[src/rtl/add_sched.sv]
// add_sched -- shares one external modular adder between a Kyber lane
// (two packed 12-bit coefficients, mode 0) and a Dilithium lane (one
// 24-bit coefficient, mode 1). Grants come in bursts of up to BURST_MAX
// transfers. A changeover between lanes always passes through a one-cycle
// SWITCH bubble, and the adder mode register changes only on entry to it.
// Optional build macro: ADD_SCHED_PERF_EN adds saturating 16-bit grant and
// switch counters as extra outputs.
//
// Handshake semantics: a transfer happens in a cycle where valid && ready
// are both high. A source holds valid and data stable until it sees ready.
// A sink's ready never depends on that same sink's valid. A response is
// held (valid and data stable) until it is taken with rsp_ready.
module add_sched #(
    parameter int BURST_MAX = 8
) (
    input  logic        clk,
    input  logic        rst,
    input  logic        k_req_valid,
    output logic        k_req_ready,
    input  logic [23:0] k_a,
    input  logic [23:0] k_b,
    input  logic        d_req_valid,
    output logic        d_req_ready,
    input  logic [23:0] d_a,
    input  logic [23:0] d_b,
    output logic [23:0] add_a,
    output logic [23:0] add_b,
    output logic        add_mode,
    input  logic [23:0] add_sum,
    output logic        k_rsp_valid,
    input  logic        k_rsp_ready,
    output logic [23:0] k_rsp_data,
    output logic        d_rsp_valid,
    input  logic        d_rsp_ready,
    output logic [23:0] d_rsp_data,
    output logic [1:0]  dbg_state,
    output logic [7:0]  dbg_cnt
`ifdef ADD_SCHED_PERF_EN
    ,
    output logic [15:0] k_grant_cnt,
    output logic [15:0] d_grant_cnt,
    output logic [15:0] switch_cnt
`endif
);

    typedef enum logic [1:0] {
        S_IDLE   = 2'd0,
        S_KYB    = 2'd1,
        S_DIL    = 2'd2,
        S_SWITCH = 2'd3
    } state_t;

    localparam logic [7:0] CNT_LAST = 8'(BURST_MAX - 1);

    state_t      state;
    logic [7:0]  cnt;
    logic        last_owner;   // 0 = Kyber, 1 = Dilithium
    logic        target;       // lane entered after the SWITCH bubble
    logic        mode_q;

    logic        k_xfer;
    logic        d_xfer;
    logic        any_valid;
    logic        winner;
    logic        own_valid;
    logic        oth_valid;
    logic        own_xfer;
    logic        burst_end;
    logic        switch_enter;
    logic        switch_to;

    assign add_mode  = mode_q;
    assign dbg_state = state;
    assign dbg_cnt   = cnt;

    // Readiness, transfer detection, operand steering and arbitration decisions
    always_comb begin
        k_req_ready = (state == S_KYB) && (!k_rsp_valid || k_rsp_ready);
        d_req_ready = (state == S_DIL) && (!d_rsp_valid || d_rsp_ready);
        k_xfer      = k_req_valid && k_req_ready;
        d_xfer      = d_req_valid && d_req_ready;

        add_a = 24'd0;
        add_b = 24'd0;
        if (k_xfer) begin
            add_a = k_a;
            add_b = k_b;
        end else if (d_xfer) begin
            add_a = d_a;
            add_b = d_b;
        end

        any_valid = k_req_valid || d_req_valid;
        // When both lanes ask, the one that did not own the adder last wins.
        winner    = (k_req_valid && d_req_valid) ? ~last_owner : d_req_valid;
        own_valid = (state == S_DIL) ? d_req_valid : k_req_valid;
        oth_valid = (state == S_DIL) ? k_req_valid : d_req_valid;
        own_xfer  = k_xfer || d_xfer;
        burst_end = (cnt == CNT_LAST);

        switch_enter = 1'b0;
        switch_to    = 1'b0;
        case (state)
            S_IDLE: begin
                if (any_valid && (winner != mode_q)) begin
                    switch_enter = 1'b1;
                    switch_to    = winner;
                end
            end
            S_KYB, S_DIL: begin
                if (((own_xfer && burst_end) || !own_valid) && oth_valid) begin
                    switch_enter = 1'b1;
                    switch_to    = (state == S_KYB);
                end
            end
            default: ;
        endcase
    end

    // Scheduler FSM: state, burst counter, adder mode and fairness history
    always_ff @(posedge clk) begin
        if (rst) begin
            state      <= S_IDLE;
            cnt        <= 8'd0;
            mode_q     <= 1'b0;
            last_owner <= 1'b1;
            target     <= 1'b0;
        end else begin
            case (state)
                S_IDLE: begin
                    if (any_valid) begin
                        cnt <= 8'd0;
                        if (switch_enter) begin
                            state  <= S_SWITCH;
                            target <= switch_to;
                            mode_q <= switch_to;
                        end else begin
                            state <= winner ? S_DIL : S_KYB;
                        end
                    end
                end
                S_SWITCH: begin
                    state <= target ? S_DIL : S_KYB;
                    cnt   <= 8'd0;
                end
                default: begin
                    if (own_xfer) begin
                        last_owner <= (state == S_DIL);
                        cnt        <= burst_end ? 8'd0 : cnt + 8'd1;
                    end else if (!own_valid) begin
                        cnt <= 8'd0;
                        if (!switch_enter) begin
                            state <= S_IDLE;
                        end
                    end
                    if (switch_enter) begin
                        state  <= S_SWITCH;
                        target <= switch_to;
                        mode_q <= switch_to;
                    end
                end
            endcase
        end
    end

    // Response registers: capture the adder result on a transfer, hold until taken
    always_ff @(posedge clk) begin
        if (rst) begin
            k_rsp_valid <= 1'b0;
            k_rsp_data  <= 24'd0;
            d_rsp_valid <= 1'b0;
            d_rsp_data  <= 24'd0;
        end else begin
            if (k_xfer) begin
                k_rsp_valid <= 1'b1;
                k_rsp_data  <= add_sum;
            end else if (k_rsp_ready) begin
                k_rsp_valid <= 1'b0;
            end
            if (d_xfer) begin
                d_rsp_valid <= 1'b1;
                d_rsp_data  <= add_sum;
            end else if (d_rsp_ready) begin
                d_rsp_valid <= 1'b0;
            end
        end
    end

`ifdef ADD_SCHED_PERF_EN
    // Saturating activity counters for grants and lane changeovers
    always_ff @(posedge clk) begin
        if (rst) begin
            k_grant_cnt <= 16'd0;
            d_grant_cnt <= 16'd0;
            switch_cnt  <= 16'd0;
        end else begin
            if (k_xfer && (k_grant_cnt != 16'hFFFF)) begin
                k_grant_cnt <= k_grant_cnt + 16'd1;
            end
            if (d_xfer && (d_grant_cnt != 16'hFFFF)) begin
                d_grant_cnt <= d_grant_cnt + 16'd1;
            end
            if (switch_enter && (switch_cnt != 16'hFFFF)) begin
                switch_cnt <= switch_cnt + 16'd1;
            end
        end
    end
`endif

endmodule
[config.mk]
export PLATFORM = sky130hd
export DESIGN_NAME = add_sched
export DESIGN_NICKNAME = d
export VERILOG_FILES = /design/src/rtl/add_sched.sv
export SDC_FILE = /design/constraint.sdc
export NUM_CORES = 1
export LEC_CHECK = 0
export ABC_CLOCK_PERIOD_IN_PS = 2640
export CAP_MARGIN = 5
export CELL_PAD_IN_SITES_DETAIL_PLACEMENT = 2
export CELL_PAD_IN_SITES_GLOBAL_PLACEMENT = 2
export CORE_ASPECT_RATIO = 0.9
export CORE_MARGIN = 2
export CORE_UTILIZATION = 17
export CTS_CLUSTER_DIAMETER = 40
export DETAILED_ROUTE_END_ITERATION = 10
export HOLD_SLACK_MARGIN = 0.15
export MAX_ROUTING_LAYER = met4
export PLACE_DENSITY_LB_ADDON = 0.05
export SYNTH_ARGS = -nofsm -noshare
export SYNTH_HDL_FRONTEND = slang
export SYNTH_SLANG_ARGS = --single-unit
[constraint.sdc]
create_clock -name clk -period 2.64 [get_ports clk]
set_input_delay 0.396 -clock clk [delete_from_list [all_inputs] [get_ports clk]]
set_output_delay 0.396 -clock clk [all_outputs]
set_load 0.02 [all_outputs]
==> out/results.tsv, run 1 <==
stage	metric	value	unit
floorplan	ios	237	
timing	slew_headroom	64.1	%
setup_path	startpoint	dbg_state[1]	
route	dr.pass1.iters	4	
clock_tree	cts.sinks	62	
finish	regArea	1240	um^2
clock_tree	cts_made_buffers	9	
grt	grt_overflow	0	
synthesis	ys_warn_count	0	
synthesis	synth.distinct_cells	39	
route	vias_per_cell	4.50	
finish	design_area	5880	um^2
pwr	ir_drop	0.000210	V
setup_path	critical_path_class	flip-flop to primary output	
synthesis	yosys.area.top_type	dfxtp_1	
timing	skew	0.00720	ns
synthesis	synth.top_cells.by_area	dfxtp_1, a22o_1, nand2_1	
timing	hold_viol_final	0	
floorplan	fp-row-count	46	
timing	slew_viol_final	0	
setup_path	crit_path_end_kind	primary output	
setup_path	r2r_end	dbg_cnt[7]	
grt	track_usage	18.4	%
timing	fmax	395	MHz
synthesis	yosysTopAreaCellShare	40.4	%
finish	multiInputGateArea	1690	um^2
outcome	outcome	completed	
route	wl_per_cell	19.6	um
pwr	finalPower	4.47	mW
finish	layout_common_cells	clkdlybuf4s50_1, nand2_1, dfxtp_1	
setup_path	critical_path_required	2.24	ns
timing	min_period_over_period	95.9	%
finish	drive_gt1_share	14.7	%
placement	placed_cell_area	5840	um^2
synthesis	synth_flop_cell	dfxtp_1	
clock_tree	holdBufCountCts	0	
clock_tree	path_clk_slew	0.06	ns
timing	rsz0062_at_grt	false	
route	ant_nets	0	
clock_tree	cts_tree	done	
synthesis	synth_fp_nets	515	
route	drtIter0Drc	81	
finish	num-fill-cells	2023	
finish	diodes	0	
setup_path	critPathMaxFanout	25	
placement	dp_hpwl	13700	um
synthesis	seq_area_frac_synth	40.4	%
placement	port_buffers	236	
setup_path	critPathLaunchType	flip-flop	
min_path	hold_class	flip-flop to flip-flop	
clock_tree	clock_latency	0.34	ns
floorplan	die_w	146	um
floorplan	fp.coreArea	17700	um^2
setup_path	rrSetupSlack	0.40	ns
timing	setup_viol	0	
run	drv_cap	0	
setup_path	endpoint	add_a[17]	
grt	first_global_vias	4529	
route	drc	0	
route	wl	17000	um
synthesis	yosys_register_bits	62	
floorplan	fp.dieH	132	um
clock_tree	cts_setup_buffers	0	
finish	area_delta_synth_final	91.5	%
pwr	power.density	759	nW/um^2
synthesis	synth_edf_count	0	
synthesis	synthArstFlopShare	0	%
setup_path	reg2regPathDepth	7	
timing	worst_pin_slew	0.535	ns
synthesis	syn-instance-count	384	
floorplan	dieArea	19200	um^2
synthesis	syn_area_per_cell	8.00	um^2
timing	timing.final.crit_period	2.53	ns
clock_tree	root_buffer	clkbuf_16	
grt	grt_pass1_wl	26200	um
clock_tree	cts_max_level	3	
floorplan	initial_core_util	17.4	%
route	num_vias	3902	
synthesis	netlist_area	3070	um^2
pwr	cellLeakagePower	2.20	nW
timing	whs	0.456	ns
setup_path	arrival	2.14	ns
clock_tree	cts_buffer_depth	2	
finish	final_common_cell	clkdlybuf4s50_1	
grt	grt_max_degree	31	
placement	gp_congestion	0.791	
finish	final_nets	753	
grt	antenna_found_initial	0	
setup_path	r2r_start	dbg_state[1]	
[worst min path at each step]
stage,from,to,slack (ns),depth (start not counted)
floorplan,last_owner,last_owner,0.46,2
global placement,d_rsp_data[5],d_rsp_data[5],0.44,2
detailed placement,k_rsp_data[1],k_rsp_data[1],0.45,2
CTS,k_rsp_data[1],k_rsp_data[1],0.46,2
global route,k_rsp_data[1],k_rsp_data[1],0.48,2
finish,k_rsp_data[15],k_rsp_data[15],0.46,2
[state kept, by name (all words and copies together) (netlist names)]
register and flops:
d_rsp_valid 1, d_rsp_data 24, dbg_cnt 8, k_rsp_valid 1, k_rsp_data 24, target 1
last_owner 1, dbg_state 2
[logic make-up after synthesis]
family          count (synthesis)  synth area share, %
buf+inv                        36                 4.89
fa+ha+maj                       5                 2.04
simple gates                  142                 20.2
flops                          62                 40.4
compound gates                135                 31.2
mux                             4                 1.34
[metrics by stage]
step / TNS, ns / std cells / setup slack (ns) / util [%]
6_report: 0 / 867 / 0.109 / 33.3
5_1_grt: 0 / 867 / 0.00129 / 33.3
4_1_cts: 0 / 867 / 0.00441 / 34.3
3_5_place_dp: -6.38 / 851 / -0.215 / 33.0
3_3_place_gp: -6.08 / 851 / -0.202 / 33.0
2_1_floorplan: 0 / 384 / 0.324 / -
[layout make-up]
type / instances / share of cell area, %
repair buffers: 258 / 40.0
multi-input cells: 286 / 28.8
flip-flops and latches: 62 / 21.1
well taps: 240 / 5.10
clock buffers: 11 / 4.13
clock inverters: 5 / 0.574
inverters: 5 / 0.319
[power breakdown]
group / total (mW) / switching, mW / leakage [nW] / internal, mW
registers: 1.13 / 0.0762 / 0.502 / 1.06
logic: 2.22 / 1.26 / 1.57 / 0.952
clock network: 1.12 / 0.456 / 0.132 / 0.661
total: 4.47 / 1.80 / 2.20 / 2.67
[worst max-delay path, cell delays in order, from the launching register on]
cell	delay, ns
dfxtp_1	0.32
inv_1	0.06
ha_1	0.21
and2_1	0.16
and2_2	0.22
nor2_4	0.17
buf_12	0.19
a22o_1	0.14
clkdlybuf4s15_1	0.31
[metal layers]
| layer | up-vias | GRT usage, % | part of all wire (%) |
|---|---|---|---|
| met5 | - | - | 0 |
| met2 | 150 | 33.4 | 52 |
| met4 | 0 | 5.23 | 1.5 |
| met1 | 1893 | 18.7 | 38 |
| met3 | 16 | 6.35 | 8.3 |
| li1 | 1843 | - | - |
[cell usage after synthesis, types with 2 or more instances]
cell      instances
clkbuf_1         19
o22ai_1           2
and3_1            4
dfxtp_1          62
a22oi_1           2
a211oi_1          2
inv_1             5
nor2b_1           3
nor3_1            3
and2_1            5
buf_2             6
a311oi_1          5
a41oi_1           2
a21oi_1          59
a31oi_1           3
nand2_1         104
nand3_1           5
o21ai_1           3
nand2b_1          8
nor2_1            6
a22o_1           48
buf_1             5
ha_1              5
mux2i_1           3
[timing repair]
action / in CTS / in global routing
endpoints found under the hold margin: 0 / 0
endpoints found under the setup margin: 48 / 48
resized for setup: 58 / 90
No activity file was read; power rests on OpenSTA's default activity.
==> run 2, diff against run 1 <==
Settings changed: PLACE_DENSITY_LB_ADDON 0.05 to 0.1.
==> run 2 against run 1 <==
Effect of this change:
- clock power is 16% higher
- total power is 5.6% higher
- critical path depth is 1 higher
- combinational power is 3% higher
- non-clock buffer count is 1 lower
- core utilization is 0.81 points higher
- register-to-register slack better by 0.06 ns
- die area stayed put
- sequential share of layout area is 0.50 points lower
- worst setup slack worse by 0.023 ns
- largest power group unchanged
==> out/results.tsv, run 2 (synthesis results as in run 1) <==
stage	metric	value	unit
outcome	outcome	completed	
timing	fmax	391	MHz
clock_tree	cts_buffer_depth	2	
clock_tree	path_clk_slew	0.06	ns
finish	design_area	6030	um^2
floorplan	ios	237	
grt	grt_overflow	0	
finish	fin_cells	866	
clock_tree	cts_made_buffers	9	
timing	timing.final.crit_period	2.55	ns
pwr	power.density	783	nW/um^2
floorplan	die_w	146	um
placement	gp_congestion	0.796	
clock_tree	cts.sinks	62	
placement	placed_cells_incl_taps	846	
finish	layout_common_cells	clkdlybuf4s50_1, nand2_1, dfxtp_1	
setup_path	critical_path_class	flip-flop to primary output	
route	wl	16600	um
finish	final_nets	752	
run	drv_cap	0	
grt	grtUsageMet3	6.84	%
finish	diodes	0	
timing	slew_viol_final	0	
timing	fin_ws	0.0857	ns
floorplan	fp.coreArea	17700	um^2
grt	first_global_vias	4343	
route	num_vias	3881	
clock_tree	cts_tree	done	
route	drc	0	
route	wl_per_cell	19.2	um
timing	worst_pin_slew	0.625	ns
setup_path	critPathLaunchType	flip-flop	
floorplan	fp-row-count	46	
placement	port_buffers	236	
route	ant_nets	0	
setup_path	critical_path_required	2.24	ns
grt	grt_pass1_wl	24600	um
grt	met2_usage	30.3	%
finish	final_common_cell	clkdlybuf4s50_1	
finish	area_delta_synth_final	96.2	%
timing	skew	0.00617	ns
timing	hold_viol_final	0	
route	drtIter0Drc	88	
finish	final_util	34.1	%
setup_path	arrival	2.16	ns
grt	track_usage	17.1	%
setup_path	critPathMaxFanout	12	
clock_tree	clock_latency	0.33	ns
placement	placed_cell_area	5760	um^2
route	dr.pass1.iters	3	
timing	setup_viol	0	
floorplan	initial_core_util	17.4	%
grt	use_met1	18.0	%
placement	preCtsSetupSlack	-0.259	ns
route	vias_per_cell	4.48	
placement	dp_hpwl	12500	um
setup_path	crit_path_end_kind	primary output	
timing	slew_headroom	58.2	%
finish	drive_gt1_share	15.0	%
min_path	hold_class	input pin to flip-flop	
pwr	ir_drop	0.000309	V
clock_tree	cts_max_level	3	
floorplan	fp.dieH	132	um
timing	min_period_over_period	96.8	%
grt	antenna_found_initial	0	
floorplan	dieArea	19200	um^2
grt	busiest_layer	met2	
clock_tree	root_buffer	clkbuf_16	
grt	grt_max_degree	62	
pwr	cellLeakagePower	2.24	nW
timing	whs	0.350	ns
==> run 2: area by class of cell <==
cell class	instances	area, um^2
Clock buffer	9	225
Timing Repair Buffer	257	2450
Sequential cell	62	1240
Tap cell	240	300
Fill cell	2014	11600
Clock inverter	7	97.6
Inverter	5	18.8
Multi-Input combinational cell	286	1690
==> run 2: final timing paths <==
path,slack [ns],cells after the start,start,to
worst min-delay path,0.35,2,rst,d_rsp_data[14]
worst min register to register,0.45,2,k_rsp_data[8],k_rsp_data[8]
worst max register to register,0.46,7,dbg_state[0],dbg_cnt[5]
worst max-delay path,0.09,9,dbg_state[1],add_a[15]
==> run 2: repair_timing <==
action | CTS | global route
setup endpoints to repair | 47 | 37
cloned | 1 | 2
resized for setup | 154 | 24
hold buffers | 0 | 0
pin swaps | 1 | 1
buffers inserted | 0 | 1
==> run 2: worst max-delay path, stage by stage, from the launching register on <==
cell	delay, ns
dfxtp_1	0.33
inv_1	0.07
ha_1	0.20
and2_1	0.16
and2_2	0.23
nor2_4	0.13
buf_12	0.14
buf_12	0.14
a22o_1	0.13
clkdlybuf4s15_2	0.26
==> run 2: power by group <==
group | internal [mW] | leakage, nW | switching [mW]
clock | 0.830 | 0.152 | 0.474
sequential | 1.06 | 0.502 | 0.0735
combinational | 1.00 | 1.59 | 1.28
total | 2.89 | 2.24 | 1.83
==> run 2: per-stage QoR <==
step | total power, mW | TNS [ns]
after detailed placement | 3.50 | -9.15
after CTS | 4.80 | -0.0389
after global routing | 4.98 | -0.0738
after floorplan | 2.34 | 0
final | 4.72 | 0
after global placement | 3.46 | -7.70
==> run 2: routing by layer <==
layer | share of wire (%) | vias to the layer above
met5 | 0 | -
met4 | 1.2 | 0
met3 | 7.8 | 13
met2 | 51 | 124
met1 | 40 | 1892
li1 | - | 1852
==> edit (settings of run 2) <==
Register the output `dbg_state` once more; this adds one clock of latency there. The other outputs are not delayed to match.
--- a/src/rtl/add_sched.sv
+++ b/src/rtl/add_sched.sv
@@ -72,3 +72,5 @@
     assign add_mode  = mode_q;
-    assign dbg_state = state;
+    always_ff @(posedge clk) begin
+        dbg_state <= state;
+    end
     assign dbg_cnt   = cnt;
Check against the original RTL: not equivalent (a bounded check fails within 4 cycles, from zero or initial values and one cycle with rst high).
==> edit against run 2 <==
Hold slack better by 0.055 ns; cell count is 0.35% higher; power is 3.0% higher; sequential cell count is 2 higher; worst setup slack better by 0.024 ns; synthesized area is 2.4% higher; design area is 2.1% higher; synthesized cell count is 0.52% lower; wire length is 3.5% lower; largest cell class unchanged; highest routed layer unchanged.
==> edit: results (changes against run 2) <==
Synth Area in Adders 1.99% (-0.047 points); DP Area 0.00585 mm2 (+1.6%); fillers 2091 (+3.8%); Compound-Gate Fraction of Synth Area 27.5% (-3.6 points); mean area per synthesized cell 8.23 um2 (+2.9%); status complete, no violations; reg2reg end dbg_cnt[2]; WP data arrival 2.13 ns (-0.03 ns); Total Wirelength 16100 um (-3.5%); hold_sp state[0]; Hold EP dbg_state[0]; Power Density 790 mW/mm2 (+0.92%); Die X 147 um (+1.1%); vias post-DR 3739 (-3.7%); Synth area leaders dfxtp_1 (41%), a22o_1 (13%), nand2_1 (13%); Setup crit end add_a[1]; mux contribution to synthesized area 0.995% (-0.35 points); WL met1 6370 um (-4.4%); maximum VDD drop 0.318 mV (+3.0%); metal3 WL 1140 um (-13%); pre-CTS setup slack -0.164 ns (+0.0956 ns); Final nets 749 (-0.40%); share of layout cells above drive strength 1 9.31% (-5.7 points); GP Congestion 0.787 (-1.1%); post-synthesis xor/xnor area fraction 1.67% (+1.7 points); initial antenna violation count 1 (+1); first-pass GRT wire length 25000 um (+1.6%); Post-CTS Resized 48 (-69%); register area share after synthesis 40.7% (+0.34 points); Detailed Place HPWL 12600 um (+0.95%); HP Class flop to flop; reg2reg start state[0]; GRT Util Overall 17.1% (-0.019 points); vias in the first global route 4293 (-1.2%); met2 usage 29.9% (-0.39 points); Psw 1.74 mW (-4.6%); CP startpoint state[1]; Comb pwr share 44.6% (-3.8 points); Yosys cell types 47 (+21%); CP max FO 38 (+26); dpl cells 852 (+0.71%); Clk pwr share 30.7% (+3.1 points); met3 usage 6.52% (-0.32 points); Total Power 4.86 mW (+3.0%); Met2 Wirelength 8340 um (-1.5%); largest net degree at the start of global routing 39 (-37%); syn_nets 513 (-0.39%); Leak 2.34 nW (+4.7%)
## edit: changes by cell type after synthesis, moves of 4 or more
| cell | run 2 | this run |
|---|---|---|
| buf_4 | 0 | 6 |
| xor2_1 | 0 | 6 |
| a311oi_1 | 5 | 0 |
| clkbuf_1 | 19 | 14 |
| a21oi_1 | 59 | 55 |
| buf_1 | 5 | 1 |
## edit: worst register-to-register path: stages (launching register included)
cell      delay, ns
dfxtp_1        0.38
inv_1          0.10
ha_1           0.25
buf_4          0.19
and4b_1        0.23
o221ai_4       0.29
nand2_1        0.16
o21ai_0        0.22
a21oi_1        0.08
## edit: final cells by class
class	count	share of cell area (%)
diodes	1	0.0407
clock buffers	11	3.95
clock inverters	5	2.07
inverters	5	0.305
multi-input cells	284	27.7
flip-flops and latches	64	20.8
well taps	245	4.98
repair buffers	254	40.1
